### src/rtl/calci_mc_alu_core_if.sv
`default_nettype none
// ============================================================================
// Module   : calci_mc_alu_core_if
// Brief    : Per-channel command bus and shared response bus of the ALU core.
// Revision : 1.0 - initial release
// ============================================================================
interface calci_mc_alu_core_if #(
    parameter int W  = 8,
    parameter int CH = 4
);
    localparam int c_chw = $clog2(CH);

    logic [CH-1:0]    in_valid;
    logic [CH-1:0]    in_ready;
    logic [CH*3-1:0]  in_op;
    logic [CH*W-1:0]  in_a;
    logic [CH*W-1:0]  in_b;
    logic             out_valid;
    logic             out_ready;
    logic [c_chw-1:0] out_ch;
    logic [2*W-1:0]   out_res;
    logic             out_ovf;
    logic             out_err;

    modport master (
        output in_valid, in_op, in_a, in_b, out_ready,
        input  in_ready, out_valid, out_ch, out_res, out_ovf, out_err
    );

    modport slave (
        input  in_valid, in_op, in_a, in_b, out_ready,
        output in_ready, out_valid, out_ch, out_res, out_ovf, out_err
    );
endinterface
`default_nettype wire

### src/rtl/calci_mc_alu_core.sv
`default_nettype none
// ============================================================================
// Module   : calci_mc_alu_core
// Brief    : Multi-channel unsigned ALU; round-robin arbiter over CH request
//            channels feeding single-cycle ops and a restoring divider.
// Revision : 1.0 - initial release
// ============================================================================
module calci_mc_alu_core #(
    parameter int W      = 8,
    parameter int CH     = 4,
    parameter bit SAT_EN = 1'b0
) (
    input wire                 clk,
    input wire                 rst_n,
    calci_mc_alu_core_if.slave bus
);
    localparam int c_chw  = $clog2(CH);
    localparam int c_cntw = $clog2(W + 1);

    localparam logic [1:0] c_st_idle = 2'd0;
    localparam logic [1:0] c_st_exec = 2'd1;
    localparam logic [1:0] c_st_div  = 2'd2;
    localparam logic [1:0] c_st_resp = 2'd3;

    localparam logic [2:0] c_op_add = 3'd0;
    localparam logic [2:0] c_op_sub = 3'd1;
    localparam logic [2:0] c_op_mul = 3'd2;
    localparam logic [2:0] c_op_div = 3'd3;
    localparam logic [2:0] c_op_mod = 3'd4;
    localparam logic [2:0] c_op_and = 3'd5;
    localparam logic [2:0] c_op_or  = 3'd6;
    localparam logic [2:0] c_op_xor = 3'd7;

    logic [1:0]        r_state;
    logic [c_chw-1:0]  r_rr_ptr;
    logic [2:0]        r_op;
    logic [W-1:0]      r_a;
    logic [W-1:0]      r_b;
    logic [W-1:0]      r_rem;
    logic [W-1:0]      r_quo;
    logic [c_cntw-1:0] r_cnt;
    logic              r_valid;
    logic [c_chw-1:0]  r_ch;
    logic [2*W-1:0]    r_res;
    logic              r_ovf;
    logic              r_err;

    logic [2:0]        w_op_arr [CH];
    logic [W-1:0]      w_a_arr  [CH];
    logic [W-1:0]      w_b_arr  [CH];

    for (genvar gi = 0; gi < CH; gi++) begin : g_unpack
        assign w_op_arr[gi] = bus.in_op[3*gi +: 3];
        assign w_a_arr[gi]  = bus.in_a[W*gi +: W];
        assign w_b_arr[gi]  = bus.in_b[W*gi +: W];
    end

    // Round-robin search from r_rr_ptr+1; scanning downward lets the nearest hit win.
    int               w_idx;
    logic [c_chw-1:0] w_sel;
    logic [c_chw-1:0] w_gnt;
    logic             w_gnt_vld;

    always_comb begin
        w_idx     = 0;
        w_sel     = '0;
        w_gnt     = '0;
        w_gnt_vld = 1'b0;
        for (int k = CH; k >= 1; k--) begin
            w_idx = (int'(r_rr_ptr) + k) % CH;
            w_sel = c_chw'(w_idx);
            if (bus.in_valid[w_sel]) begin
                w_gnt     = w_sel;
                w_gnt_vld = 1'b1;
            end
        end
    end

    logic [CH-1:0] w_ready;

    always_comb begin
        w_ready = '0;
        if (rst_n && (r_state == c_st_idle) && w_gnt_vld) begin
            w_ready[w_gnt] = 1'b1;
        end
    end

    logic [2:0]   w_sel_op;
    logic [W-1:0] w_sel_a;
    logic [W-1:0] w_sel_b;
    logic         w_to_div;

    assign w_sel_op = w_op_arr[w_gnt];
    assign w_sel_a  = w_a_arr[w_gnt];
    assign w_sel_b  = w_b_arr[w_gnt];
    assign w_to_div = ((w_sel_op == c_op_div) || (w_sel_op == c_op_mod)) && (w_sel_b != '0);

    logic [W:0]     w_sum;
    logic [W:0]     w_diff;
    logic [2*W-1:0] w_prod;
    logic [2*W-1:0] w_res;
    logic           w_ovf;
    logic           w_err;

    assign w_sum  = {1'b0, r_a} + {1'b0, r_b};
    assign w_diff = {1'b0, r_a} - {1'b0, r_b};
    assign w_prod = {{W{1'b0}}, r_a} * {{W{1'b0}}, r_b};

    always_comb begin
        w_res = '0;
        w_ovf = 1'b0;
        w_err = 1'b0;
        case (r_op)
            c_op_add: begin
                w_ovf = w_sum[W];
                if (SAT_EN && w_sum[W]) w_res = {{W{1'b0}}, {W{1'b1}}};
                else                    w_res = {{(W-1){1'b0}}, w_sum};
            end
            c_op_sub: begin
                w_ovf = w_diff[W];
                if (SAT_EN && w_diff[W]) w_res = '0;
                else                     w_res = {{W{1'b0}}, w_diff[W-1:0]};
            end
            c_op_mul: begin
                w_res = w_prod;
                w_ovf = |w_prod[2*W-1:W];
            end
            // Divide ops only reach EXEC when the divisor is zero.
            c_op_div, c_op_mod: w_err = 1'b1;
            c_op_and: w_res = {{W{1'b0}}, r_a & r_b};
            c_op_or:  w_res = {{W{1'b0}}, r_a | r_b};
            c_op_xor: w_res = {{W{1'b0}}, r_a ^ r_b};
            default:  w_res = '0;
        endcase
    end

    logic [W:0]   w_trial;
    logic [W:0]   w_trial_sub;
    logic         w_qbit;
    logic [W-1:0] w_rem_nxt;

    assign w_trial     = {r_rem, r_quo[W-1]};
    assign w_trial_sub = w_trial - {1'b0, r_b};
    assign w_qbit      = ~w_trial_sub[W];
    assign w_rem_nxt   = w_qbit ? w_trial_sub[W-1:0] : w_trial[W-1:0];

    always_ff @(posedge clk or negedge rst_n) begin
        if (!rst_n) begin
            r_state  <= c_st_idle;
            r_rr_ptr <= c_chw'(CH - 1);
            r_op     <= '0;
            r_a      <= '0;
            r_b      <= '0;
            r_rem    <= '0;
            r_quo    <= '0;
            r_cnt    <= '0;
            r_valid  <= 1'b0;
            r_ch     <= '0;
            r_res    <= '0;
            r_ovf    <= 1'b0;
            r_err    <= 1'b0;
        end else begin
            case (r_state)
                c_st_idle: begin
                    if (w_gnt_vld) begin
                        r_op     <= w_sel_op;
                        r_a      <= w_sel_a;
                        r_b      <= w_sel_b;
                        r_ch     <= w_gnt;
                        r_rr_ptr <= w_gnt;
                        r_rem    <= '0;
                        r_quo    <= w_sel_a;
                        r_cnt    <= '0;
                        r_state  <= w_to_div ? c_st_div : c_st_exec;
                    end
                end
                c_st_exec: begin
                    r_res   <= w_res;
                    r_ovf   <= w_ovf;
                    r_err   <= w_err;
                    r_valid <= 1'b1;
                    r_state <= c_st_resp;
                end
                c_st_div: begin
                    // r_quo shifts the dividend out while quotient bits shift in.
                    if (r_cnt == c_cntw'(W)) begin
                        r_res   <= (r_op == c_op_div) ? {r_rem, r_quo} : {{W{1'b0}}, r_rem};
                        r_ovf   <= 1'b0;
                        r_err   <= 1'b0;
                        r_valid <= 1'b1;
                        r_state <= c_st_resp;
                    end else begin
                        r_rem <= w_rem_nxt;
                        r_quo <= {r_quo[W-2:0], w_qbit};
                        r_cnt <= r_cnt + 1'b1;
                    end
                end
                c_st_resp: begin
                    if (bus.out_ready) begin
                        r_valid <= 1'b0;
                        r_state <= c_st_idle;
                    end
                end
                default: r_state <= c_st_idle;
            endcase
        end
    end

    assign bus.in_ready  = w_ready;
    assign bus.out_valid = r_valid;
    assign bus.out_ch    = r_ch;
    assign bus.out_res   = r_res;
    assign bus.out_ovf   = r_ovf;
    assign bus.out_err   = r_err;
endmodule
`default_nettype wire

### src/flat_wrapper.sv
// flat-port wrapper written by rule: the top's interface ports become plain ports
module calci_mc_alu_core_flat 
#(
    parameter int W      = 8,
    parameter int CH     = 4,
    parameter bit SAT_EN = 1'b0
)
  (clk, rst_n, bus_in_valid, bus_in_op, bus_in_a, bus_in_b, bus_out_ready, bus_in_ready, bus_out_valid, bus_out_ch, bus_out_res, bus_out_ovf, bus_out_err);
  calci_mc_alu_core_if #(.W(W), .CH(CH)) bus_i ();
  input wire clk;
  input wire rst_n;
  input wire logic [$bits(bus_i.in_valid)-1:0] bus_in_valid;
  input wire logic [$bits(bus_i.in_op)-1:0] bus_in_op;
  input wire logic [$bits(bus_i.in_a)-1:0] bus_in_a;
  input wire logic [$bits(bus_i.in_b)-1:0] bus_in_b;
  input wire logic [$bits(bus_i.out_ready)-1:0] bus_out_ready;
  output wire logic [$bits(bus_i.in_ready)-1:0] bus_in_ready;
  output wire logic [$bits(bus_i.out_valid)-1:0] bus_out_valid;
  output wire logic [$bits(bus_i.out_ch)-1:0] bus_out_ch;
  output wire logic [$bits(bus_i.out_res)-1:0] bus_out_res;
  output wire logic [$bits(bus_i.out_ovf)-1:0] bus_out_ovf;
  output wire logic [$bits(bus_i.out_err)-1:0] bus_out_err;
  assign bus_i.in_valid = bus_in_valid;
  assign bus_i.in_op = bus_in_op;
  assign bus_i.in_a = bus_in_a;
  assign bus_i.in_b = bus_in_b;
  assign bus_i.out_ready = bus_out_ready;
  assign bus_in_ready = bus_i.in_ready;
  assign bus_out_valid = bus_i.out_valid;
  assign bus_out_ch = bus_i.out_ch;
  assign bus_out_res = bus_i.out_res;
  assign bus_out_ovf = bus_i.out_ovf;
  assign bus_out_err = bus_i.out_err;
  calci_mc_alu_core #(.W(W), .CH(CH), .SAT_EN(SAT_EN)) u_core (.clk(clk), .rst_n(rst_n), .bus(bus_i));
endmodule
### config.mk
export PLATFORM = sky130hd
export DESIGN_NAME = calci_mc_alu_core_flat
export DESIGN_NICKNAME = d
export VERILOG_FILES = /design/src/rtl/calci_mc_alu_core_if.sv /design/src/rtl/calci_mc_alu_core.sv /design/src/flat_wrapper.sv
export SDC_FILE = /design/constraint.sdc
export NUM_CORES = 1
export LEC_CHECK = 0
export CORE_AREA = 5 5 125 127
export DETAILED_ROUTE_END_ITERATION = 6
export DIE_AREA = 0 0 130 132
export PLACE_DENSITY = 0.8
export RECOVER_POWER = 100
export SKIP_LAST_GASP = 1
export SYNTH_ARGS = -nofsm -noshare
export SYNTH_HDL_FRONTEND = slang
export SYNTH_SLANG_ARGS = --single-unit
### constraint.sdc
create_clock -name clk -period 7.9 [get_ports clk]
set_input_delay 1.185 -clock clk [delete_from_list [all_inputs] [get_ports clk]]
set_output_delay 1.185 -clock clk [all_outputs]
set_load 0.1 [all_outputs]
==> impl_metrics.ini <==
[run_status]
status = finished, violations left
violations = capacitance limit, slew limit

[routing]
vias = 6687
wl_per_cell_um = 17.7
drc_errors = 0
viasPerCell = 5.82
first_pass_iters = 6
routed_wirelength_um = 20300
drtIter0Drc = 469
ant_nets = 0

[cts]
cts_buffer_depth = 2
cts_made_buffers = 9
cts_tree = done
h-tree-depth = 3
cts_repair_resize_count = 0
root_buffer = clkbuf_16
cts_num_sinks = 64
cts.clk_slew.worst_paths_ps = 50
cts_setup_buffers = 0
cts_hold_buf = 0
clk_latency_ps = 340

[timing]
fin_crit_sh_pct = 77.9
slew_headroom_pct = -36.9
max_freq_ghz = 0.162
rsz0062_at_grt = no
finalMaxSlewViolations = 128
finClkSkew_ps = 6.69
finalSetupViolCount = 0
post-route-min-period_ps = 6160
tightest_slew_ps = 2050
fin_tns_setup_ps = 0
finalHoldViolations = 0

[global_route]
gr-usage-all-layers_pct = 24.4
grt_pass1_vias = 6752
grt_max_degree = 40
grt_antenna_before_repair = 0
grt_pass1_wl_um = 33300
grt-ovfl-total = 0

[hold_path]
min_path_type = register to register

[synthesis]
synth_cell_types = 69
ys_ff_latch = 64
synth_cells = 869
synthFlopType = dfrtp_1
synth-seq-area-share_pct = 22.7
ys_async_sr_fraction_pct = 100
synth_fp_nets = 1064
synth_edf_count = 0
synth.avg_cell_area_um2 = 8.13
yosysWarnings = 0
syn-cell-area_um2 = 7060

[finish]
num_antenna_cells = 0
multi_input_area_um2 = 4980
drive_gt1_share_pct = 3.53
synthToLayoutAreaGrowth_pct = 20.5
seqCellArea_um2 = 1600
nNetsFinal = 1154
layout_commonest_cell = nand2_1
fillers = 1298
layout_common_cells = nand2_1 (147), nor2_1 (92), clkdlybuf4s50_1 (80), ha_1 (73), inv_1 (67)

[run]
maxCapViolCount = 4

[critical_path]
worstPathMaxFanout = 39
startpoint_type = input port
cp_data_arrival_time_ps = 4970
rrSetupSlack_ps = 2820
crit_type = input port to primary output
cp.required_ps = 6710
cp-end-kind = primary output

[place]
place_congestion = 0.900
dpl.hpwl_um = 16100
numPortBuffers = 107

[die]
dieArea_um2 = 17200
rows = 44
die_x_um = 130
core_area_um2 = 14300
start_util_pct = 49.3
ios = 108
fp.dieH_um = 132
==> per-stage QoR <==
step	hold slack [ps]	setup WS, ps	utilization, %	area, µm²	instances
2_1_floorplan	473	2470	-	7060	869
5_1_grt	506	1490	59.5	8510	1148
4_1_cts	491	2460	59.8	8560	1148
3_5_place_dp	475	2470	57.7	8260	1132
3_3_place_gp	464	2470	57.7	8260	1132
6_report	479	1740	59.5	8510	1148
==> final timing paths <==
check / start / to / cells past startpoint
max in group asynchronous: rst_n / u_core.bus.out_res[5]$_DFFE_PN0P_ / 2
min in group asynchronous: rst_n / u_core.r_state[0]$_DFFE_PN0P_ / 1
worst max-delay path: bus_in_valid[1] / bus_in_ready[3] / 7
worst min register to register: u_core.bus.out_ch[1]$_DFFE_PN0P_ / u_core.bus.out_ch[1]$_DFFE_PN0P_ / 2
worst min-delay path: u_core.bus.out_ch[1]$_DFFE_PN0P_ / u_core.bus.out_ch[1]$_DFFE_PN0P_ / 2
worst max register to register: u_core.r_a[1]$_DFFE_PN0P_ / u_core.bus.out_res[12]$_DFFE_PN0P_ / 16
==> synth_stat cells, drive strengths merged, types with 4 or more instances <==
cell type | instances | area, µm²
nor4 | 5 | 31.3
o211ai | 10 | 75.1
o21bai | 9 | 67.6
xnor2 | 17 | 156
o31ai | 6 | 50.1
mux2i | 44 | 440
o221ai | 4 | 52.6
clkbuf | 23 | 86.3
xor2 | 8 | 70.1
nand2 | 147 | 552
o22ai | 6 | 37.5
or4 | 5 | 37.5
a221oi | 9 | 78.8
a21oi | 37 | 185
buf | 11 | 63.8
fa | 39 | 781
nor3 | 22 | 121
clkinv | 12 | 45.0
dfrtp | 62 | 1550
and3 | 11 | 68.8
inv | 68 | 255
ha | 73 | 913
a31oi | 12 | 75.1
nand2b | 4 | 25.0
o21ai | 61 | 309
nor2 | 92 | 345
a211oi | 7 | 52.6
mux2 | 4 | 45.0
nand3 | 15 | 75.1
==> registers in the layout, summed over array words and instances, names as in the netlist <==
name                  flops
u_core.bus.out_ch         2
u_core.r_cnt              4
u_core.r_b                8
u_core.r_a                8
u_core.bus.out_err        1
u_core.r_rr_ptr           2
u_core.r_rem              8
u_core.r_state            2
u_core.bus.out_ovf        1
u_core.r_op               3
u_core.r_quo              8
u_core.bus.out_res       16
u_core.bus.out_valid      1
==> layer usage <==
metal,part of all wire (%),GRT usage [%]
met3,7.8,6.24
met2,47,39.9
met4,3.7,9.47
met5,0,0
met1,41,30.7
==> cell type report <==
type / count / share of cell area [%]
Sequential cell: 64 / 18.8
Inverter: 80 / 3.53
Multi-Input combinational cell: 691 / 58.6
Clock inverter: 5 / 0.661
Timing Repair Buffer: 113 / 12.9
Tap cell: 184 / 2.70
Clock buffer: 11 / 2.85
==> cell families (layout without fill, tap and decap cells) <==
family	count (synthesis)	after routing	synth area share, %
AOI/OAI and AO/OA	189	189	17.4
xor gates and xnor gates	25	25	3.21
adders and majority gates	112	112	24.0
buffers and inverters	114	209	6.38
DFF	64	64	22.7
muxes	48	48	6.87
and+or+nand+nor	317	317	19.4
==> critical path, cell delays in order <==
cell	delay, ps
dlygate4sd3_1	610
nor4_1	120
nor2b_2	110
clkbuf_1	1110
nand2_1	320
nor3_1	250
dlygate4sd3_1	1250
Power is not shown: default switching activity piles up to over one toggle a cycle in this logic, so the estimate is an artifact.
